[src/rtl/fetch_queue_if.sv]
// Fetch/decode/redirect signal bundle for fetch_queue.
// Handshake: a word moves on d_* when d_valid && d_ready at a clock edge; fetch
// holds f_pc/f_insn stable while f_stall is high, and f_pcsel overrides f_stall.
interface fetch_queue_if;
    logic        f_valid;
    logic [31:0] f_pc;
    logic [31:0] f_insn;
    logic        f_stall;
    logic        f_pcsel;
    logic [31:0] f_target;
    logic        d_valid;
    logic [31:0] d_pc;
    logic [31:0] d_insn;
    logic        d_ready;
    logic        redir_valid;
    logic [31:0] redir_pc;

    modport slave (
        input  f_valid, f_pc, f_insn, d_ready, redir_valid, redir_pc,
        output f_stall, f_pcsel, f_target, d_valid, d_pc, d_insn
    );

    modport master (
        output f_valid, f_pc, f_insn, d_ready, redir_valid, redir_pc,
        input  f_stall, f_pcsel, f_target, d_valid, d_pc, d_insn
    );
endinterface

[src/rtl/fetch_queue.sv]
// Decode-side show-ahead FIFO for the fetch stream, with stall back-pressure
// and a two-state redirect FSM that flushes and discards wrong-path words.
module fetch_queue #(
    parameter int DEPTH = 4,
    parameter int PTR_W = $clog2(DEPTH)
) (
    input  logic             clk,
    input  logic             rst,
    fetch_queue_if.slave     bus,
    output logic             dbg_redirect,
    output logic [PTR_W:0]   dbg_count
);
    typedef enum logic {ST_RUN = 1'b0, ST_REDIRECT = 1'b1} state_t;

    localparam logic [PTR_W:0] FULL = (PTR_W + 1)'(DEPTH);
    localparam logic [31:0]    NOP  = 32'h0000_0013;

    state_t             state_q, state_d;
    logic [PTR_W:0]     count_q, count_d;
    logic [PTR_W-1:0]   wptr_q, wptr_d;
    logic [PTR_W-1:0]   rptr_q, rptr_d;
    logic [31:0]        f_target_q, f_target_d;
    logic [31:0]        pc_mem_q [DEPTH];
    logic [31:0]        pc_mem_d [DEPTH];
    logic [31:0]        insn_mem_q [DEPTH];
    logic [31:0]        insn_mem_d [DEPTH];

    logic run;
    logic not_empty;
    logic enq;
    logic deq;

    assign run       = (state_q == ST_RUN);
    assign not_empty = (count_q != '0);

    // Outputs depend only on registered state, so d_ready never reaches f_stall.
    assign bus.d_valid  = not_empty && run;
    assign bus.f_stall  = (count_q == FULL) && run;
    assign bus.f_pcsel  = (state_q == ST_REDIRECT);
    assign bus.f_target = f_target_q;
    assign bus.d_pc     = not_empty ? pc_mem_q[rptr_q]   : 32'h0;
    assign bus.d_insn   = not_empty ? insn_mem_q[rptr_q] : NOP;

    assign enq = bus.f_valid && !bus.f_stall && run && !bus.redir_valid;
    assign deq = bus.d_valid && bus.d_ready;

    assign dbg_redirect = (state_q == ST_REDIRECT);
    assign dbg_count    = count_q;

    always_comb begin
        state_d    = state_q;
        count_d    = count_q;
        wptr_d     = wptr_q;
        rptr_d     = rptr_q;
        f_target_d = f_target_q;
        pc_mem_d   = pc_mem_q;
        insn_mem_d = insn_mem_q;

        if (enq) begin
            pc_mem_d[wptr_q]   = bus.f_pc;
            insn_mem_d[wptr_q] = bus.f_insn;
            wptr_d             = wptr_q + PTR_W'(1);
        end
        if (deq) begin
            rptr_d = rptr_q + PTR_W'(1);
        end
        case ({enq, deq})
            2'b10:   count_d = count_q + (PTR_W + 1)'(1);
            2'b01:   count_d = count_q - (PTR_W + 1)'(1);
            default: count_d = count_q;
        endcase

        case (state_q)
            ST_RUN: begin
                if (bus.redir_valid) begin
                    // Flush overrides any handshake made in the same cycle.
                    state_d    = ST_REDIRECT;
                    count_d    = '0;
                    wptr_d     = '0;
                    rptr_d     = '0;
                    f_target_d = bus.redir_pc & 32'hFFFF_FFFC;
                end
            end
            ST_REDIRECT: begin
                if (bus.redir_valid) begin
                    f_target_d = bus.redir_pc & 32'hFFFF_FFFC;
                end else begin
                    state_d = ST_RUN;
                end
            end
            default: state_d = ST_RUN;
        endcase
    end

    always_ff @(posedge clk) begin
        if (rst) begin
            state_q    <= ST_RUN;
            count_q    <= '0;
            wptr_q     <= '0;
            rptr_q     <= '0;
            f_target_q <= 32'h0;
        end else begin
            state_q    <= state_d;
            count_q    <= count_d;
            wptr_q     <= wptr_d;
            rptr_q     <= rptr_d;
            f_target_q <= f_target_d;
        end
    end

    // Storage needs no reset: entries are only read while count is non-zero.
    always_ff @(posedge clk) begin
        pc_mem_q   <= pc_mem_d;
        insn_mem_q <= insn_mem_d;
    end
endmodule

[src/flat_wrapper.sv]
// flat-port wrapper written by rule: the top's interface ports become plain ports
module fetch_queue_flat 
#(
    parameter int DEPTH = 4,
    parameter int PTR_W = $clog2(DEPTH)
)
  (clk, rst, dbg_redirect, dbg_count, bus_f_valid, bus_f_pc, bus_f_insn, bus_d_ready, bus_redir_valid, bus_redir_pc, bus_f_stall, bus_f_pcsel, bus_f_target, bus_d_valid, bus_d_pc, bus_d_insn);
  fetch_queue_if bus_i ();
  input  logic clk;
  input  logic rst;
  output logic dbg_redirect;
  output logic [PTR_W:0] dbg_count;
  input wire logic [$bits(bus_i.f_valid)-1:0] bus_f_valid;
  input wire logic [$bits(bus_i.f_pc)-1:0] bus_f_pc;
  input wire logic [$bits(bus_i.f_insn)-1:0] bus_f_insn;
  input wire logic [$bits(bus_i.d_ready)-1:0] bus_d_ready;
  input wire logic [$bits(bus_i.redir_valid)-1:0] bus_redir_valid;
  input wire logic [$bits(bus_i.redir_pc)-1:0] bus_redir_pc;
  output wire logic [$bits(bus_i.f_stall)-1:0] bus_f_stall;
  output wire logic [$bits(bus_i.f_pcsel)-1:0] bus_f_pcsel;
  output wire logic [$bits(bus_i.f_target)-1:0] bus_f_target;
  output wire logic [$bits(bus_i.d_valid)-1:0] bus_d_valid;
  output wire logic [$bits(bus_i.d_pc)-1:0] bus_d_pc;
  output wire logic [$bits(bus_i.d_insn)-1:0] bus_d_insn;
  assign bus_i.f_valid = bus_f_valid;
  assign bus_i.f_pc = bus_f_pc;
  assign bus_i.f_insn = bus_f_insn;
  assign bus_i.d_ready = bus_d_ready;
  assign bus_i.redir_valid = bus_redir_valid;
  assign bus_i.redir_pc = bus_redir_pc;
  assign bus_f_stall = bus_i.f_stall;
  assign bus_f_pcsel = bus_i.f_pcsel;
  assign bus_f_target = bus_i.f_target;
  assign bus_d_valid = bus_i.d_valid;
  assign bus_d_pc = bus_i.d_pc;
  assign bus_d_insn = bus_i.d_insn;
  fetch_queue #(.DEPTH(DEPTH), .PTR_W(PTR_W)) u_core (.clk(clk), .rst(rst), .bus(bus_i), .dbg_redirect(dbg_redirect), .dbg_count(dbg_count));
endmodule
[config.mk]
export PLATFORM = sky130hd
export DESIGN_NAME = fetch_queue_flat
export DESIGN_NICKNAME = d
export VERILOG_FILES = /design/src/rtl/fetch_queue_if.sv /design/src/rtl/fetch_queue.sv /design/src/flat_wrapper.sv
export SDC_FILE = /design/constraint.sdc
export NUM_CORES = 1
export LEC_CHECK = 0
export CORE_MARGIN = 10
export CORE_UTILIZATION = 23
export CTS_CLUSTER_DIAMETER = 100
export DETAILED_ROUTE_END_ITERATION = 16
export GPL_TIMING_DRIVEN = 0
export PLACE_DENSITY_LB_ADDON = 0.3
export SLEW_MARGIN = 25
export SYNTH_ARGS = -nofsm -noshare
export SYNTH_HDL_FRONTEND = slang
export SYNTH_SLANG_ARGS = --single-unit
[constraint.sdc]
create_clock -name clk -period 8.45 [get_ports clk]
set_clock_uncertainty 0.2 [all_clocks]
set_input_delay 2.535 -clock clk [delete_from_list [all_inputs] [get_ports clk]]
set_output_delay 2.535 -clock clk [all_outputs]
set_load 0.02 [all_outputs]
==> results.txt <==
Status: finished, final reports clean
CP bufs+invs: 3
Maxcap violations: 0
Min-delay worst type: reg2reg
Largest net degree at the start of global routing: 34
Reg2reg start: u_core.dbg_count[1]
Hold Buf Count CTS: 0
Via count: 5920
Detailed Route WL: 28050 um
Initial Util: 0.2314
Gr usage total: 0.09713
Number of remaining DRC errors: 0
Area delta synth->final: 35.46%
Post-CTS Resized: 0
Top cell family by delay on the critical path: buffers and inverters
First-pass GRT wire length: 41900 um
Element type at the critical path start: flop
Number of cell rows: 81
I/O Pins: 204
Final instance area: 15250 sq um
CTS Buffer Depth: 3
I/O Buffers: 198
Setup_tns: 0 ns
DIE AREA: 58190 sq um
Register area share after synthesis: 0.7506
Fin nets: 914
DR WL/cell: 19.34 um
Worst rel slew slack: 0.4789
RSZ-0062 raised after global routing: no
Worst stage delay on the critical path: 0.60 ns
Netlist cell types: 31
Pre-CTS setup slack: 2.822 ns
Number of global-route vias before repair: 6647
CTS clk-pin slew, worst paths: 0.05 ns
Die height: 241.2 um
Area of the multi-input gates: 2579 sq um
Antenna violations before repair: 2
Mapped Cells: 566
DP Area: 14150 sq um
Fill cells: 4830
Buffers inserted by post-CTS timing repair: 0
Area of the core: 48650 sq um
Critical Path AT: 3.20 ns
Post-DP HPWL: 18300 um
CP Class: reg2out
Antenna diode instance count: 0
Setup violations, final: 0
GR Overflow Total: 0
CTS sink cnt: 294
Slack of the critical path: 2.512 ns
Layout cell share with drive strength beyond 1: 0.1691
Final hold vios: 0
Die width: 241.2 um
Worst vdd ir: 0.0001126 V
CP Capture Point: bus_d_pc[25]
First-pass iteration count of the detailed router: 4
Slew @ Worst Pin: 0.7816 ns
Power density over the cells: 216.8 nW/um^2
Register area: 8448 sq um
CTS tree: yes
Register bit total from synthesis: 294
Critical Path Sink Type: output pin
Slew Limit Fails: 0
Cells along the critical path: nor3_4, clkbuf_2, clkbuf_1, nor2b_1, clkdlybuf4s50_1
CTS buffer count: 35
Slowest CP cell: clkdlybuf4s50_1
Crit path from: u_core.dbg_count[1]
Placed Instances: 1392
Syn. warnings: 0
Reg-to-reg slack, setup: 5.62 ns
Synth Cell Area: 11260 sq um
Worst EP required: 5.72 ns
Reg2Reg Depth: 9
Fin crit period: 5.938 ns
Root Buffer: clkbuf_16
Fmax: 0.1684 GHz
H-tree depth: 2
1st-iter DRT viols: 225
Period utilisation layout: 0.7028
Syn Area/Cell: 19.89 sq um
Worst Path Max Fanout: 10
Non-filler cells, final: 1450
Vias/cell: 4.083
Leakage: 4.887 nW
Total power: 0.003306 W
Worst R2R End: u_core.dbg_count[2]
Placer congestion estimate: 0.6364
Antenna viol nets, final: 0
Clk_lat worst skew: 0.52 ns
Critical path depth: 5
-- Yosys cell counts, drive strengths merged --
master	count	area [sq um]
a21oi	5	25.02
and2	4	25.02
fa	1	20.02
nor2	36	135.1
o31ai	1	7.510
nor2b	59	369.1
or2	3	18.77
edfxtp	256	7687
nand2b	2	12.51
o211ai	2	15.01
and2b	3	22.52
mux2i	31	310.3
or4	1	7.510
mux4	64	1441
clkbuf	14	53.80
nor3	2	21.27
inv	8	30.03
nor3b	1	7.510
or3	3	18.77
o21ai	4	20.02
conb	1	3.750
nand2	1	3.750
ha	5	62.56
buf	19	158.9
xor2	2	17.52
dfxtp	38	760.7
-- stage by stage --
| step | hold slack, ns | utilization |
|---|---|---|
| after floorplan | 0.2918 | - |
| after global routing | 0.3136 | 0.3134 |
| after global placement | 0.2714 | 0.2882 |
| final | 0.2852 | 0.3134 |
| after CTS | 0.2937 | 0.3134 |
| after detailed placement | 0.2778 | 0.2909 |
-- tightest hold or removal path, delay by kind of cell, from the launching register on --
| family | cells | cell delay [ns] |
|---|---|---|
| flip-flops | 1 | 0.32 |
| AND/OR/NAND/NOR | 1 | 0.07 |
| multiplexers | 1 | 0.06 |
-- kinds of logic (layout without fill, tap and decap cells) --
| family | after synthesis | after routing | share of synthesized area |
|---|---|---|---|
| flip-flops | 294 | 294 | 0.7506 |
| AO/OA/AOI/OAI | 12 | 12 | 0.006002 |
| buffers and inverters | 41 | 302 | 0.02156 |
| XOR/XNOR | 2 | 2 | 0.001557 |
| adder cells (fa/ha/maj) | 6 | 6 | 0.007337 |
| AND/OR/NAND/NOR | 115 | 115 | 0.05702 |
| multiplexers | 95 | 95 | 0.1556 |
| other | 1 | 2 | 0.0003332 |
-- cells in the final DEF, fill, tap and decap left out, drive strengths merged, types with 2 or more instances in the layout --
cell type and count:
or2 3, dfxtp 38, clkinv 12, nor3 2
inv 8, buf 24, mux4 64, o21ai 4
and2 4, xor2 2, nor2 36, a21oi 5
o211ai 2, edfxtp 256, nand2b 2, and2b 3
mux2i 31, or3 3, bufinv 3, ha 5
clkdlybuf4s50 198, nor2b 59, conb 2, clkbuf 57
-- per-layer routing --
metal / vias up / GRT usage / share of wire
met4: 2 / 0.03067 / 0.022
met1: 3040 / 0.1177 / 0.42
met2: 155 / 0.1597 / 0.49
met3: 49 / 0.03367 / 0.066
li1: 2674 / - / -
met5: - / 0 / 0.00032
-- power by group --
| group | internal, W | leakage, nW | switching, W |
|---|---|---|---|
| registers | 0.00161 | 2.63 | 0.00000924 |
| clock network | 0.000882 | 0.539 | 0.000564 |
| logic | 0.000124 | 1.72 | 0.000119 |
| total | 0.00261 | 4.89 | 0.000692 |
-- flip-flops by register name, summed over array words and instances (netlist names) --
signal	flops
u_core.bus.f_pcsel	1
u_core.bus.f_target	30
u_core.dbg_count	3
u_core.insn_mem_q	128
u_core.pc_mem_q	128
u_core.rptr_q	2
u_core.wptr_q	2
-- how the worst min path moves through the flow --
stage                       startpoint                 endpoint  slack, ns  depth (start not counted)
6_report        u_core.bus.f_target[6]   u_core.bus.f_target[6]       0.29                          2
5_1_grt         u_core.bus.f_target[6]   u_core.bus.f_target[6]       0.31                          2
4_1_cts         u_core.bus.f_target[6]   u_core.bus.f_target[6]       0.29                          2
3_5_place_dp    u_core.bus.f_target[6]   u_core.bus.f_target[6]       0.28                          2
3_3_place_gp   u_core.bus.f_target[13]  u_core.bus.f_target[13]       0.27                          2
2_1_floorplan         u_core.wptr_q[0]         u_core.wptr_q[0]       0.29                          2
-- cell type report --
cell class,count,area share
clock buffers,43,0.06220
plain buffers,33,0.01395
well taps,622,0.05104
flip-flops and latches,294,0.5541
repair buffers,203,0.1380
multi-input cells,232,0.1691
clock inverters,15,0.009601
inverters,8,0.001969
Note: power is estimated with default switching activity, not from simulation.
